**src/rtl/program_store.sv**
```systemverilog
// program_store: 8 x 16-bit instruction store that is filled by a
// handshaked program load and then served to the processor with a
// one-cycle registered read.
//
// Ports:
//   clk          system clock, all state updates on posedge
//   rst          asynchronous active-high reset; clears state and memory
//   address      fetch address from the processor
//   instruction  registered instruction word (NOP = 0 unless in RUN)
//   load_start   one-cycle pulse that begins or restarts a program load
//   load_valid   load_data holds a valid word
//   load_data    program word to store
//   load_ready   block accepts a load word this cycle (high only in LOAD)
//   loaded       a full program is resident and being served
//   load_count   words accepted in the current load, 0..DEPTH
module program_store #(
  parameter int unsigned DEPTH = 8
) (
  input  logic        clk,
  input  logic        rst,
  input  logic [2:0]  address,
  output logic [15:0] instruction,
  input  logic        load_start,
  input  logic        load_valid,
  input  logic [15:0] load_data,
  output logic        load_ready,
  output logic        loaded,
  output logic [3:0]  load_count
);

  localparam int unsigned AW = 3;
  localparam int unsigned DW = 16;
  localparam int unsigned CW = 4;

  typedef enum logic [1:0] {
    IDLE = 2'd0,
    LOAD = 2'd1,
    RUN  = 2'd2
  } state_t;

  state_t        state;
  logic [AW-1:0] wr_ptr;
  logic [DW-1:0] mem [DEPTH];

  // Word accepted on this edge: handshake completes and no restart pulse.
  logic accept;
  assign accept = (state == LOAD) && load_valid && load_ready && !load_start;

  // Last word of the program: the count reaches DEPTH on this edge.
  logic last_word;
  assign last_word = (load_count == CW'(DEPTH - 1));

  // Control FSM, load path and registered read port.
  always_ff @(posedge clk or posedge rst) begin
    if (rst) begin
      state       <= IDLE;
      instruction <= '0;
      load_ready  <= 1'b0;
      loaded      <= 1'b0;
      load_count  <= '0;
      wr_ptr      <= '0;
      for (int i = 0; i < int'(DEPTH); i++) begin
        mem[i] <= '0;
      end
    end else begin
      case (state)
        IDLE: begin
          instruction <= '0;
          if (load_start) begin
            state      <= LOAD;
            load_ready <= 1'b1;
            wr_ptr     <= '0;
            load_count <= '0;
          end
        end

        LOAD: begin
          instruction <= '0;
          if (load_start) begin
            // Restart wins over a simultaneous valid word; that word is dropped.
            wr_ptr     <= '0;
            load_count <= '0;
          end else if (accept) begin
            mem[wr_ptr] <= load_data;
            load_count  <= load_count + CW'(1);
            if (last_word) begin
              // Full program resident: stop accepting, start serving.
              state      <= RUN;
              load_ready <= 1'b0;
              loaded     <= 1'b1;
              wr_ptr     <= '0;
            end else begin
              wr_ptr <= wr_ptr + AW'(1);
            end
          end
        end

        RUN: begin
          if (load_start) begin
            // Reload keeps old memory contents until each word is overwritten.
            state       <= LOAD;
            load_ready  <= 1'b1;
            loaded      <= 1'b0;
            wr_ptr      <= '0;
            load_count  <= '0;
            instruction <= '0;
          end else begin
            instruction <= mem[address];
          end
        end

        default: begin
          state       <= IDLE;
          instruction <= '0;
          load_ready  <= 1'b0;
          loaded      <= 1'b0;
          load_count  <= '0;
          wr_ptr      <= '0;
        end
      endcase
    end
  end

endmodule

```
**config.mk**
```make
export PLATFORM = sky130hd
export DESIGN_NAME = program_store
export DESIGN_NICKNAME = d
export VERILOG_FILES = /design/src/rtl/program_store.sv
export SDC_FILE = /design/constraint.sdc
export NUM_CORES = 1
export LEC_CHECK = 0
export ABC_AREA = 1
export BUFFER_PORTS_ARGS = -buffer_cell sky130_fd_sc_hd__buf_2
export CAP_MARGIN = 25
export CORE_ASPECT_RATIO = 2
export CORE_UTILIZATION = 25
export DETAILED_ROUTE_END_ITERATION = 10
export GPL_TIMING_DRIVEN = 0
export HOLD_SLACK_MARGIN = 0.05
export REMOVE_ABC_BUFFERS = 1
export SYNTH_ARGS = -nofsm -noshare
export SYNTH_HDL_FRONTEND = slang
export SYNTH_SLANG_ARGS = --single-unit
```
**constraint.sdc**
```tcl
create_clock -name clk -period 5.7 [get_ports clk]
set_clock_uncertainty 0.15 [all_clocks]
set_input_delay 1.14 -clock clk [delete_from_list [all_inputs] [get_ports clk]]
set_output_delay 1.14 -clock clk [all_outputs]
set_load 0.03 [all_outputs]
```
==> results of run 1 <==
## registers in the layout (all words and copies together) (netlist names)
| name | flops |
|---|---|
| load_count | 4 |
| mem | 128 |
| wr_ptr | 3 |
| state | 2 |
| loaded | 1 |
| load_ready | 1 |
| instruction | 16 |
## cell usage in the layout, fill, tap and decap left out
cell type   instances
a21oi_1             1
buf_12              2
buf_16              7
buf_2              44
buf_8               6
bufinv_16           1
clkbuf_1            3
clkbuf_16          17
clkbuf_8            5
clkinv_2            5
clkinvlp_4          1
dfrtp_1           155
ha_1                2
inv_1             128
inv_2               1
inv_8               1
nand2_1           381
nand3_1           110
nand4_1             1
nor2_1             45
nor2_2              3
nor3_4              1
o21ai_0           100
o21ai_1             3
or2_2               1
xnor2_1             1
## final timing paths
kind / slack, ns / start / end
worst min-delay path: 0.32 / mem[73] / mem[73]
max in group asynchronous: 4.02 / rst / instruction[10]
worst min register to register: 0.32 / mem[73] / mem[73]
min in group asynchronous: 0.56 / rst / instruction[5]
worst max register to register: 3.16 / state[1] / mem[77]
worst max-delay path: 2.78 / address[1] / instruction[0]
## worst max-delay path, cell delays in order
cell and delay, ns:
buf_2 0.61, inv_1 0.62, buf_16 0.34, nand3_1 0.10, nand3_1 0.08, nand2_1 0.12, nor2_1 0.05
## cells by family (layout without fill, tap and decap cells)
group,after synthesis,count (layout),share of synthesized area
xor gates and xnor gates,1,1,0.00120
DFF,155,155,0.530
adders and majority gates,2,2,0.00342
AOI/OAI and AO/OA,104,104,0.0712
and+or+nand+nor,542,542,0.299
buffers and inverters,182,221,0.0944
## layout make-up
| cell class | count | share of cell area |
|---|---|---|
| repair buffers | 59 | 0.0625 |
| multi-input cells | 649 | 0.317 |
| clock buffers | 25 | 0.0582 |
| clock inverters | 7 | 0.00720 |
| inverters | 130 | 0.0570 |
| well taps | 360 | 0.0519 |
| flip-flops and latches | 155 | 0.446 |
## metal layers
layer  vias up  GRT usage  wire length, µm  part of all wire
li1       3079          -                -                 -
met1      2911      0.147             7380              0.40
met2       122      0.249            10100              0.54
met3        22     0.0260              758             0.041
met4         4     0.0491              326             0.018
met5         -          0               16           0.00086
## power by group
part / leakage (nW) / switching, mW / internal [mW]
sequential: 2.15 / 0.0185 / 1.13
combinational: 1.99 / 0.137 / 0.0599
clock: 0.283 / 0.434 / 0.655
total: 4.42 / 0.589 / 1.84
## per-stage QoR
step                      total power [mW]  instance area, µm²  instances
after floorplan                       1.27                7110        934
after global placement                1.35                7780       1338
after detailed placement              1.37                8060       1350
after CTS                             2.46                8630       1382
after global routing                  2.53                8690       1385
final                                 2.43                8690       1385
==> results.cfg, run 1 <==
[outcome]
status = complete, no violations

[clock_network]
cts.sinks = 155
htreeDepth = 4
cts_buffer_depth = 2
hold_buffers = 0
clk_pin_slew_ns = 0.06
cts_buffers = 17
post_cts_buffers = 0
insertion_delay_ns = 0.43
cts-root-buf = clkbuf_16
cts.repair.resized = 0
cts_tree = built

[final_layout]
antenna_cells = 0
drive_gt1_frac = 0.0927
multi_input_area_mm2 = 0.00275
fin_nets = 1037
area_delta_synth_final_pct = 18.8
seq_area_mm2 = 0.00388
n_fill_cell = 3153
fin_util = 0.301

[floorplan]
die_h_um = 244
ioPinCount = 45
initial_core_util = 0.254
core_area_mm2 = 0.0288
num_rows = 88
die_area_mm2 = 0.0300
die_w_um = 123

[yosys]
synth_top_area_share = 0.530
syn_area_mm2 = 0.00731
synth_largest_area_cell = dfrtp_1
synth_ff_type = dfrtp_1
synth_seq_area_share = 0.530
synth_top_cells_by_area = dfrtp_1 53%, nand2_1 20%, nand3_1 7.5%
synth_common_cells = 381 x nand2_1, 155 x dfrtp_1, 129 x inv_1
yosysMostFrequentCell = nand2_1
syn_inst = 986
ys_types = 17
synth-edff-count = 0
async_flop_share = 1.00
synth-seq-cells = 155
ys_warn_count = 0
syn_avg_cell_area_um2 = 7.42

[route]
ant_nets = 0
remaining_drc_errors = 0
wirelength_mm = 18.6
avgRoutedWirePerCell_um = 13.4
via_count = 6138
dr.first_iter.drc_count = 401
drt_first_pass_iters = 5
viasPerCell = 4.43

[global_routing]
grt_first_pass_wirelength_mm = 30.7
grt_usage = 0.134
antenna_found_initial = 2
grt_overflow = 0
grt_start_max_net_pins = 107
grt_pass1_vias = 6027

[power]
leakage_nw = 4.42
power_density_mw_per_mm2 = 280
ir_drop_mv = 0.177

[sta]
rsz0062_at_grt = false
hold_violations = 0
setup_slack_ns = 2.78
slew_headroom = 0.328
fmax_ghz = 0.342
fin_crit_sh = 0.513
setup_tns_ns = 0
finalSetupViolations = 0
hold_slack_ns = 0.318
drv_slew = 0
period_needed_ns = 2.92
tightest_slew_ns = 1.00

[setup_path]
crit_path_start_kind = input pin
reg2reg_depth = 7
crit_fanout = 33
critical_path_required_ns = 5.87
arrival_ns = 3.09
cp-end-kind = flop
worstSetupPathType = input pin to flop

[worst_hold_path]
min_path_cells = 2
hold_class = flop to flop

[place]
post-place-ws_ns = 2.33
io_buffers = 44
dp_hpwl_mm = 11.9
routabilityCongestion = 0.741

[run]
maxCapViolCount = 0
Power figures use the tool's default switching activity.
==> run 2, diff against run 1 <==
clock period = 2.5 ns   (was 5.7 ns; I/O delays follow)
==> run 2 against run 1 <==
Against the previous run:
- non-clock buffer count is 1 higher
- wire length is 0.29% lower
- flip-flop and latch count stayed put
- clock-buffer cell count stayed put
- register-to-register slack worse by 2.9 ns
- critical path depth stayed put
- total power is 130% higher
- global-route usage hardly changed
- cell area is 0.26% higher
- sequential share of layout area is 0.12 points lower
- via count is 0.36% lower
==> results.cfg, run 2 (synthesized netlist as in run 1, its figures left out) <==
[outcome]
status = complete, no violations

[setup_path]
worstSetupPathType = input pin to flop
critical_path_required_ns = 2.67
cp_common_cell = nand3_1
crit_path_start_kind = input pin
arrival_ns = 2.49
crit_fanout = 33
cp-end-kind = flop
worstPathCellList = buf_2, inv_1, buf_16, nand3_1, nand3_1, nand2_1, nor2_1
crit_slowest_cell = buf_2
slowest_delay_ns = 0.63

[sta]
fin_crit_sh = 0.928
rsz0062_at_grt = false
slew_headroom = 0.427
drv_slew = 0
hold_violations = 0
finalSetupViolations = 0
fmax_ghz = 0.431
hold_slack_ns = 0.181
tightest_slew_ns = 0.859
period_needed_ns = 2.32

[route]
via_count = 6116
remaining_drc_errors = 0
drt_first_pass_iters = 6
avgRoutedWirePerCell_um = 13.4
wirelength_mm = 18.5
ant_nets = 0
dr.first_iter.drc_count = 441
viasPerCell = 4.41

[global_routing]
grt_overflow = 0
grt_start_max_net_pins = 107
grt_first_pass_wirelength_mm = 30.7
grt_usage = 0.134
grt_pass1_vias = 6029
antenna_found_initial = 2

[power]
leakage_nw = 4.43
power_density_mw_per_mm2 = 636
p_total_mw = 5.54
ir_drop_mv = 0.400

[clock_network]
insertion_delay_ns = 0.43
cts_tree = built
cts_buffers = 17
cts_buffer_depth = 2
cts-root-buf = clkbuf_16
htreeDepth = 4
cts.sinks = 155
clk_pin_slew_ns = 0.06

[final_layout]
final_common_cell = nand2_1
reg_top3 = mem (128), instruction (16), load_count (4)
layout_common_cells = 380 x nand2_1, 155 x dfrtp_1, 128 x inv_1, 108 x nand3_1, 100 x o21ai_0
fin_util = 0.302
largest-register = mem
area_delta_synth_final_pct = 19.1
antenna_cells = 0
largest_reg_flops = 128
finish.instance_area_mm2 = 0.00871
fin_nets = 1038
drive_gt1_frac = 0.0955
fin_cells = 1386

[worst_hold_path]
hold_class = input pin to flop

[floorplan]
die_h_um = 244
num_rows = 88
die_area_mm2 = 0.0300
core_area_mm2 = 0.0288
initial_core_util = 0.254
ioPinCount = 45
die_w_um = 123

[place]
place_inst = 1350
io_buffers = 44
routabilityCongestion = 0.741
dp_hpwl_mm = 11.9
placed_area_mm2 = 0.00806

[run]
maxCapViolCount = 0
run 2: cell count changes in the layout (fill, tap and decap cells not counted), sizes merged:
cell / previous run / this run
dlygate4sd3: 0 / 1
run 2: what timing repair did:
action / CTS / global route
resized for setup: 1 / 2
buffers inserted: 0 / 0
hold buffers: 1 / 0
endpoints found under the hold margin: 49 / 0
pin swaps: 0 / 0
endpoints found under the setup margin: 80 / 17
run 2: stage by stage:
step	setup TNS (ns)	setup slack, ns
finish	0	0.179
global route	0	0.0775
CTS	-2.05	-0.0706
detailed placement	-11.21	-0.234
global placement	-878.50	-4.27
floorplan	-386.73	-2.33
run 2: layer usage:
layer | wire length, µm | track usage | vias up
li1 | - | - | 3080
met1 | 7410 | 0.147 | 2884
met2 | 10000 | 0.249 | 125
met3 | 721 | 0.0260 | 23
met4 | 360 | 0.0491 | 4
met5 | 16 | 0 | -
run 2: worst paths after layout:
path | endpoint | slack (ns) | cells past startpoint | from
setup / recovery | instruction[0] | 0.18 | 7 | address[1]
hold / removal | mem[100] | 0.18 | 3 | load_data[4]
setup reg to reg | mem[112] | 0.27 | 8 | state[1]
hold reg to reg | mem[74] | 0.32 | 2 | mem[74]
max in group asynchronous | instruction[10] | 0.90 | 4 | rst
min in group asynchronous | instruction[5] | 0.48 | 3 | rst
run 2: final cells by class:
cell class | instances | area, µm²
flip-flops and latches | 155 | 3880
repair buffers | 60 | 553
clock inverters | 7 | 62.6
multi-input cells | 649 | 2760
well taps | 360 | 450
fillers | 3152 | 20100
inverters | 130 | 495
clock buffers | 25 | 505
run 2: power by group:
| part | internal [mW] | switching [mW] |
|---|---|---|
| clock | 1.49 | 0.985 |
| combinational | 0.138 | 0.314 |
| sequential | 2.57 | 0.0449 |
run 2: worst max-delay path: cells and delay by family:
family / cells / cell delay [ns]
and+or+nand+nor: 4 / 0.35
buffers and inverters: 3 / 1.59
==> run 3, diff against run 2 <==
ABC_AREA = not set   (was 1)
==> run 3 against run 2 <==
Against the previous run:
- via count shrank 38%
- register-to-register slack got worse by 0.08 ns
- combinational power fell by 39%
- flip-flop and latch count stayed put
- sequential share of layout area grew 1.9 points
- total power is 1.8% higher
- non-clock buffer count down 11
- die area down 2.5%
- synthesized cell count shrank 57%
- synthesized area down 2.5%
- largest cell class unchanged
- largest power group is now clock
- highest routed layer unchanged
==> results.cfg, run 3 <==
[global_routing]
grt_start_max_net_pins = 88
grt_usage = 0.118
antenna_found_initial = 1
grt_first_pass_wirelength_mm = 25.5
grt_overflow = 0
grt_pass1_vias = 4544

[final_layout]
layout_common_cells = 154 x dfrtp_1, 70 x mux2_4, 58 x mux2_2, 44 x buf_2, 32 x mux4_2
final_common_cell = dfrtp_1
largest-register = mem
drive_gt1_frac = 0.530
area_delta_synth_final_pct = 17.3
reg_top3 = mem (128), instruction (16), load_count (4)
fin_nets = 489
antenna_cells = 0
largest_reg_flops = 128

[route]
avgRoutedWirePerCell_um = 18.9
drt_first_pass_iters = 4
ant_nets = 0
viasPerCell = 4.58
dr.first_iter.drc_count = 241
via_count = 3816
remaining_drc_errors = 0
wirelength_mm = 15.7

[yosys]
ys_warn_count = 0
syn_area_mm2 = 0.00713
synth-edff-count = 0
synth_top_family_by_area = multiplexers
synth-xor-area-share = 0
synth_top_cells_by_area = dfrtp_1 54%, mux2_4 15%, mux4_2 10%
muxShareOfSynthArea = 0.342
syn_avg_cell_area_um2 = 17.0
yosysMostFrequentCell = dfrtp_1
synth_top_area_share = 0.544
async_flop_share = 1.00
yosys.area_share.adder = 0.00351
synth_ff_type = dfrtp_1
synth_largest_area_cell = dfrtp_1
syn_inst = 420
synth_seq_area_share = 0.544
synth_common_cells = 155 x dfrtp_1, 70 x mux2_4, 58 x mux2_2
synth-seq-cells = 155
synth_compound_area_frac = 0.0386
ys_types = 35
yosys.area_share.simple = 0.0427

[clock_network]
cts_buffers = 17
cts_buffer_depth = 2
cts-root-buf = clkbuf_16
cts_tree = built
cts.sinks = 155
insertion_delay_ns = 0.42
clk_pin_slew_ns = 0.06
htreeDepth = 4
post_cts_buffers = 0

[sta]
setup_slack_ns = 0.191
hold_slack_ns = 0.196
rsz0062_at_grt = false
slew_headroom = 0.345
fmax_ghz = 0.433
hold_violations = 0
tightest_slew_ns = 0.983
period_needed_ns = 2.31
finalSetupViolations = 0
drv_slew = 0
fin_crit_sh = 0.924

[floorplan]
initial_core_util = 0.254
die_w_um = 121
die_area_mm2 = 0.0292
die_h_um = 241
ioPinCount = 45
num_rows = 87
core_area_mm2 = 0.0281

[setup_path]
worstSetupPathType = flop to flop
critical_path_required_ns = 2.65
startpoint = state[1]
crit_path_start_kind = flop
arrival_ns = 2.46
cp-end-kind = flop
reg2reg_to = mem[112]
crit_fanout = 16
reg2reg_depth = 3
worstSetupEndpoint = mem[112]
reg2reg_setup_slack_ns = 0.19
r2r-start = state[1]

[worst_hold_path]
min_path_cells = 2
hold_class = input pin to flop
hp-start = load_start

[place]
dp_hpwl_mm = 10.1
routabilityCongestion = 0.733
post-place-ws_ns = -0.223
io_buffers = 44

[power]
leakage_nw = 4.16
p_total_mw = 5.64
power_density_mw_per_mm2 = 675
ir_drop_mv = 0.462

[run]
maxCapViolCount = 0

[outcome]
status = complete, no violations
run 3: cell types whose count changed after synthesis, sizes merged, moves of 4 or more:
cell	before	now
o21ai	103	13
nand3	110	3
clkbuf	42	2
mux4	0	32
a22o	0	16
buf	10	22
nand2	381	5
mux2	0	128
nand4	1	9
inv	130	7
nor2	48	4
nor2b	0	4
run 3: where the power goes:
| part | total [mW] | leakage, nW | switching (mW) | internal (mW) |
|---|---|---|---|---|
| logic | 0.277 | 1.71 | 0.142 | 0.135 |
| registers | 2.60 | 2.14 | 0.0343 | 2.57 |
| clock network | 2.76 | 0.307 | 0.994 | 1.77 |
run 3: routing by layer:
layer  vias up  GRT usage  wire (µm)  part of all wire
li1       1672          -          -                 -
met1      2050      0.129       6150              0.39
met2        68      0.211       8690              0.55
met3        24     0.0312        472             0.030
met4         2     0.0509        392             0.025
met5         -          0         13           0.00083
run 3: cell type report:
| cell class | count | area, µm² |
|---|---|---|
| Fill cell | 2801 | 19700 |
| Sequential cell | 155 | 3880 |
| Multi-Input combinational cell | 234 | 3050 |
| Clock buffer | 21 | 480 |
| Tap cell | 356 | 445 |
| Timing Repair Buffer | 49 | 308 |
| Clock inverter | 11 | 165 |
| Inverter | 7 | 31.3 |
run 3: critical path, stage by stage (launching register included):
cell	delay (ns)
dfrtp_1	0.46
and4bb_4	0.57
nand4_4	0.51
mux2_4	0.48
run 3: what timing repair did:
item	in CTS	in global routing
resized for setup	1	1
gates cloned	0	0
pin swaps	0	0
endpoints found under the setup margin	16	3
hold buffers	1	0
hold endpoints to repair	23	0
run 3: worst min-delay path by stage:
stage                                to  slack, ns
after floorplan                 mem[29]       0.32
after CTS                 load_count[1]       0.17
final                     load_count[1]       0.20
after detailed placement         mem[4]       0.34
after global routing      load_count[1]       0.19
after global placement          mem[94]       0.33
run 3: logic make-up after synthesis:
logic type      Yosys count
mux                     161
compound gates           39
fa+ha+maj                 2
simple gates             32
buf+inv                  31
flops                   155
run 3: through the flow:
| stage | TNS (ns) | util | cells | cell area [µm²] |
|---|---|---|---|---|
| finish | 0 | 0.298 | 833 | 8360 |
| global route | 0 | 0.298 | 833 | 8360 |
| CTS | 0 | 0.298 | 833 | 8360 |
| detailed placement | -3.36 | 0.274 | 800 | 7700 |
| global placement | -568.08 | 0.271 | 796 | 7610 |
| floorplan | -360.86 | - | 396 | 6940 |
